$ cat config.mk
export PLATFORM = sky130hd
export DESIGN_NAME = mire_fb_writer_flat
export DESIGN_NICKNAME = d
export VERILOG_FILES = /design/src/rtl/mire_fb_writer_if.sv /design/src/rtl/mire_fb_writer.sv /design/src/flat_wrapper.sv
export SDC_FILE = /design/constraint.sdc
export NUM_CORES = 1
export LEC_CHECK = 0
export ABC_AREA = 1
export BUFFER_PORTS_ARGS = -buffer_cell sky130_fd_sc_hd__buf_2
export CAP_MARGIN = 20
export CORE_MARGIN = 4
export CORE_UTILIZATION = 47
export CTS_CLUSTER_SIZE = 16
export DETAILED_ROUTE_END_ITERATION = 10
export PLACE_DENSITY_LB_ADDON = 0.05
export SLEW_MARGIN = 15
export SYNTH_ARGS = -nofsm -noshare
export SYNTH_HDL_FRONTEND = slang
export SYNTH_SLANG_ARGS = --single-unit
$ cat constraint.sdc
create_clock -name wshb_clk -period 2.9 [get_ports wshb_clk]
set_input_delay 0.435 -clock wshb_clk [delete_from_list [all_inputs] [get_ports wshb_clk]]
set_output_delay 0.435 -clock wshb_clk [all_outputs]
set_load 0.005 [all_outputs]
$ cat src/rtl/mire_fb_writer_if.sv
// Wishbone classic bus bundle between the framebuffer pattern writer and the SDRAM arbiter.
interface mire_fb_writer_if;
  logic [31:0] adr;
  logic [31:0] dat_ms;
  logic [31:0] dat_sm;
  logic        we;
  logic [3:0]  sel;
  logic [2:0]  cti;
  logic [1:0]  bte;
  logic        stb;
  logic        cyc;
  logic        ack;

  modport master (
    output adr, dat_ms, we, sel, cti, bte, stb, cyc,
    input  ack, dat_sm
  );

  modport slave (
    input  adr, dat_ms, we, sel, cti, bte, stb, cyc,
    output ack, dat_sm
  );
endinterface

$ cat src/rtl/mire_fb_writer.sv
// Wishbone master that fills a linear 32-bit-per-pixel framebuffer with a grid test pattern,
// releasing cyc for one cycle after every BURST_LEN accepted writes.
module mire_fb_writer #(
  parameter int unsigned HDISP     = 800,
  parameter int unsigned VDISP     = 480,
  parameter int unsigned GRID      = 16,
  parameter int unsigned BURST_LEN = 64,
  parameter logic [31:0] FG_COLOR  = 32'h00FFFFFF,
  parameter logic [31:0] BG_COLOR  = 32'h00000000
) (
  input  logic             wshb_clk,
  input  logic             wshb_rst,
  input  logic             enable,
  mire_fb_writer_if.master wb,
  output logic             frame_done
);

  localparam int unsigned XW = (HDISP > 1) ? $clog2(HDISP) : 1;
  localparam int unsigned YW = (VDISP > 1) ? $clog2(VDISP) : 1;
  localparam int unsigned BW = (BURST_LEN > 1) ? $clog2(BURST_LEN) : 1;

  typedef enum logic [1:0] {
    IDLE,
    WRITE,
    PAUSE
  } state_t;

  state_t          state;
  state_t          state_next;
  logic [XW-1:0]   x;
  logic [YW-1:0]   y;
  logic [BW-1:0]   burst_cnt;
  logic            accept;
  logic            x_last;
  logic            y_last;
  logic            burst_last;
  logic [31:0]     pix;
  logic            on_grid;
  logic            unused_ok;

  assign x_last     = (x == XW'(HDISP - 1));
  assign y_last     = (y == YW'(VDISP - 1));
  assign burst_last = (burst_cnt == BW'(BURST_LEN - 1));
  assign accept     = (state == WRITE) && wb.ack;

  assign wb.we  = 1'b1;
  assign wb.sel = 4'b1111;
  assign wb.cti = 3'b000;
  assign wb.bte = 2'b00;

  // Read data is never consumed by a write-only master.
  assign unused_ok = ^wb.dat_sm;

  assign pix    = 32'(x) + 32'(y) * HDISP;
  assign wb.adr = pix << 2;

  assign on_grid   = ((32'(x) & (GRID - 1)) == 32'd0) || ((32'(y) & (GRID - 1)) == 32'd0);
  assign wb.dat_ms = on_grid ? FG_COLOR : BG_COLOR;

  always_ff @(posedge wshb_clk) begin
    if (wshb_rst) begin
      state     <= IDLE;
      x         <= '0;
      y         <= '0;
      burst_cnt <= '0;
    end else begin
      state <= state_next;
      if (accept) begin
        if (x_last) begin
          x <= '0;
          y <= y_last ? '0 : y + 1'b1;
        end else begin
          x <= x + 1'b1;
        end
        burst_cnt <= burst_last ? '0 : burst_cnt + 1'b1;
      end
    end
  end

  // Burst end takes priority over enable: the PAUSE cycle decides between WRITE and IDLE.
  always_comb begin
    state_next = state;
    wb.stb     = 1'b0;
    wb.cyc     = 1'b0;
    frame_done = 1'b0;
    case (state)
      IDLE: begin
        if (enable) state_next = WRITE;
      end
      WRITE: begin
        wb.stb = 1'b1;
        wb.cyc = 1'b1;
        if (wb.ack) begin
          frame_done = x_last && y_last;
          if (burst_last)   state_next = PAUSE;
          else if (!enable) state_next = IDLE;
        end
      end
      PAUSE: begin
        state_next = enable ? WRITE : IDLE;
      end
      default: state_next = IDLE;
    endcase
  end

endmodule

$ cat src/flat_wrapper.sv
// flat-port wrapper written by rule: the top's interface ports become plain ports
module mire_fb_writer_flat 
#(
  parameter int unsigned HDISP     = 800,
  parameter int unsigned VDISP     = 480,
  parameter int unsigned GRID      = 16,
  parameter int unsigned BURST_LEN = 64,
  parameter logic [31:0] FG_COLOR  = 32'h00FFFFFF,
  parameter logic [31:0] BG_COLOR  = 32'h00000000
)
  (wshb_clk, wshb_rst, enable, frame_done, wb_adr, wb_dat_ms, wb_we, wb_sel, wb_cti, wb_bte, wb_stb, wb_cyc, wb_ack, wb_dat_sm);
  mire_fb_writer_if wb_i ();
  input  logic wshb_clk;
  input  logic wshb_rst;
  input  logic enable;
  output logic frame_done;
  output wire logic [$bits(wb_i.adr)-1:0] wb_adr;
  output wire logic [$bits(wb_i.dat_ms)-1:0] wb_dat_ms;
  output wire logic [$bits(wb_i.we)-1:0] wb_we;
  output wire logic [$bits(wb_i.sel)-1:0] wb_sel;
  output wire logic [$bits(wb_i.cti)-1:0] wb_cti;
  output wire logic [$bits(wb_i.bte)-1:0] wb_bte;
  output wire logic [$bits(wb_i.stb)-1:0] wb_stb;
  output wire logic [$bits(wb_i.cyc)-1:0] wb_cyc;
  input wire logic [$bits(wb_i.ack)-1:0] wb_ack;
  input wire logic [$bits(wb_i.dat_sm)-1:0] wb_dat_sm;
  assign wb_adr = wb_i.adr;
  assign wb_dat_ms = wb_i.dat_ms;
  assign wb_we = wb_i.we;
  assign wb_sel = wb_i.sel;
  assign wb_cti = wb_i.cti;
  assign wb_bte = wb_i.bte;
  assign wb_stb = wb_i.stb;
  assign wb_cyc = wb_i.cyc;
  assign wb_i.ack = wb_ack;
  assign wb_i.dat_sm = wb_dat_sm;
  mire_fb_writer #(.HDISP(HDISP), .VDISP(VDISP), .GRID(GRID), .BURST_LEN(BURST_LEN), .FG_COLOR(FG_COLOR), .BG_COLOR(BG_COLOR)) u_core (.wshb_clk(wshb_clk), .wshb_rst(wshb_rst), .enable(enable), .wb(wb_i), .frame_done(frame_done));
endmodule
==> flow_summary.yaml <==
sta:
  holdWs_ns: 0.4716
  slew_headroom: 0.5980
  fmax_ghz: 0.2889
  fin_crit_ns: 3.461
  slew_viol_final: 0
  fin_skew_ns: 0.009615
  finalSetupTns_ns: -4.185
  rsz0062_at_grt: "yes"
  final-setup-viol-count: 10
  setup_slack_ns: -0.5609
  period_share: 1.193
  finalHoldViolCount: 0
  worst_slew_pin_slew_ns: 0.6030
floorplan:
  start_util: 0.4836
  die_h_um: 91.61
  ioPinCount: 113
  fp-row-count: 30
  fp.dieW_um: 91.61
  dieArea_um2: 8392
  coreArea_um2: 6794
detailed_routing:
  wl_per_cell_um: 11.26
  ant_nets: 0
  num_vias: 2956
  first_pass_iters: 4
  drt_iter0_markers: 77
  vias_per_cell: 4.715
  wl_mm: 7.058
  remaining_drc_errors: 0
synth:
  netlist_area_um2: 3286
  yosysWarnings: 0
  synth_top_area_frac: 0.1645
  synth_cell_type_count: 39
  synthTopCellsByCount: "95 x nand2_1, 68 x inv_1, 60 x buf_4"
  synth_edf_count: 0
  ys_ff_latch: 27
  synthFlopType: "dfxtp_1"
  yosysMostFrequentCell: "nand2_1"
  async_flop_share: 0
  avgSynthCellArea_um2: 7.081
  ys_seq_area_frac: 0.1645
  ys_top_cells_by_area: "dfxtp_1 16%, ha_1 16%, buf_4 14%, nand2_1 11%, inv_1 7.8%"
  syn_inst: 464
  synth_area_leader_cell: "dfxtp_1"
setup_path:
  crit_type: "flop to output port"
  crit_path_end: "wb_adr[18]"
  endpoint_kind: "output port"
  crit_required_ns: 2.47
  cp.arrival_ns: 3.03
  reg2regPathDepth: 8
  cp-start-kind: "flop"
  cp_max_fo: 6
  cp-startpoint: "u_core.y[3]"
  reg2reg_from: "u_core.x[0]"
  r2r_end: "u_core.y[5]"
  r2r_slack_ns: 1.12
placement:
  dp.final_hpwl_mm: 5.617
  io_buffer_count: 50
  gp_congestion: 0.8040
grt:
  grt_pass1_wl_mm: 11.52
  grt_overflow: 0
  grt_util_all_layers: 0.1618
  grt_pass1_vias: 2618
  grt_max_degree: 25
  grt_antenna_before_repair: 0
power_and_ir_drop:
  cellLeakagePower_nw: 2.048
  irDropWorstVdd_uv: 132.2
  power.density_nw_per_um2: 155.8
clock_network:
  clock_path_buffers: 2
  cts.htree.levels: 1
  clk_latency_ns: 0.28
  clk_pin_slew_ns: 0.10
  holdBufCountCts: 0
  cts_sinks: 27
  cts-root-buf: "clkbuf_8"
  cts_buffers: 3
  cts_tree: "done"
cells_and_area:
  final_util: 0.6138
  seqCellArea_um2: 563.0
  nFillCells: 610
  diodes: 0
  nNetsFinal: 616
  drive_gt1_frac: 0.3936
  synthToLayoutAreaGrowth_pct: 26.92
  multi_input_area_um2: 2540
run_status:
  outcome: "finished with violations"
  violations: "negative setup slack"
flow_run:
  cap_violations: 0
worst_hold_path:
  hold_path.class: "primary input to flop"
==> state kept, by name (all words and copies together) (netlist names) <==
signal            cells
u_core.burst_cnt      6
u_core.y              9
u_core.x             10
u_core.state          2
==> worst max-delay path, cell delays in order (launching register included) <==
cell and delay, ns:
dfxtp_4 0.39, ha_4 0.25, ha_4 0.25, inv_2 0.03, fa_1 0.49, inv_2 0.05, ha_4 0.24, or2_4 0.26
nand3_2 0.10, nand2_4 0.07, nor3_4 0.26, nand2_1 0.10, xor2_1 0.14, buf_2 0.12
==> report_power, final <==
part / internal [W] / switching [W] / total, W
logic: 0.0000126 / 0.0000361 / 0.0000487
registers: 0.000370 / 0.00000482 / 0.000375
clock network: 0.0000986 / 0.000128 / 0.000226
==> worst min path at each step <==
| stage | from | endpoint | slack, ns | cells past startpoint |
|---|---|---|---|---|
| floorplan | u_core.burst_cnt[1] | u_core.burst_cnt[1] | 0.46 | 2 |
| global placement | u_core.burst_cnt[0] | u_core.burst_cnt[0] | 0.47 | 2 |
| detailed placement | u_core.burst_cnt[1] | u_core.burst_cnt[1] | 0.48 | 2 |
| CTS | wb_ack | u_core.state[0] | 0.47 | 3 |
| global route | wb_ack | u_core.state[0] | 0.48 | 3 |
| finish | wb_ack | u_core.state[0] | 0.47 | 3 |
==> stage by stage <==
step / std cells / total power [W] / worst slack [ns] / area [µm²]
2_1_floorplan: 492 / 0.0004543 / -0.1207 / 3547
3_3_place_gp: 619 / 0.0004323 / -0.2971 / 3775
3_5_place_dp: 619 / 0.0004336 / -0.3032 / 3775
4_1_cts: 627 / 0.0006552 / -0.5627 / 4023
5_1_grt: 627 / 0.0006731 / -0.7015 / 4170
6_report: 627 / 0.0006495 / -0.5609 / 4170
==> layer usage <==
layer	vias up	routed length [µm]	track usage
met4	0	61	0.03894
met1	1351	3255	0.2119
li1	1532	-	-
met3	4	318	0.01559
met5	-	0	0
met2	69	3423	0.2848
==> cell usage in the layout, fill, tap and decap left out, types with 4 or more instances in the layout <==
master   instances
inv_4            4
nor2_1          16
xor2_1          13
fa_1             4
nand2_1         78
buf_2           50
ha_4            16
inv_2           15
nor3_1          12
nand2_2         16
buf_4           42
nor2_2           6
ha_1            26
a21oi_1         20
buf_6            5
dfxtp_4          6
dfxtp_1         21
nor2_4           5
nand3_2         11
nand4_1          4
inv_1           54
nand2_4          6
conb_1          30
nand3_1         25
o21ai_0          5
==> layout make-up <==
cell class / instances / share of cell area
Inverter: 72 / 0.06661
Timing Repair Buffer: 97 / 0.1491
Clock buffer: 3 / 0.009901
Multi-Input combinational cell: 331 / 0.6091
Tap cell: 96 / 0.02880
Sequential cell: 27 / 0.1350
Clock inverter: 1 / 0.001500
==> what timing repair did <==
action / in CTS / in global routing
endpoints found under the setup margin: 10 / 10
resized for setup: 40 / 31
buffers inserted: 4 / 0
pin swaps: 17 / 9
==> cells by family after synthesis <==
| logic type | after synthesis | synth area share |
|---|---|---|
| simple gates | 194 | 0.2921 |
| buf+inv | 134 | 0.2239 |
| fa+ha+maj | 48 | 0.1942 |
| compound gates | 41 | 0.07502 |
| flops | 27 | 0.1645 |
| xor+xnor | 18 | 0.04798 |
| other cells | 2 | 0.002286 |
Power figures use the tool's default switching activity.
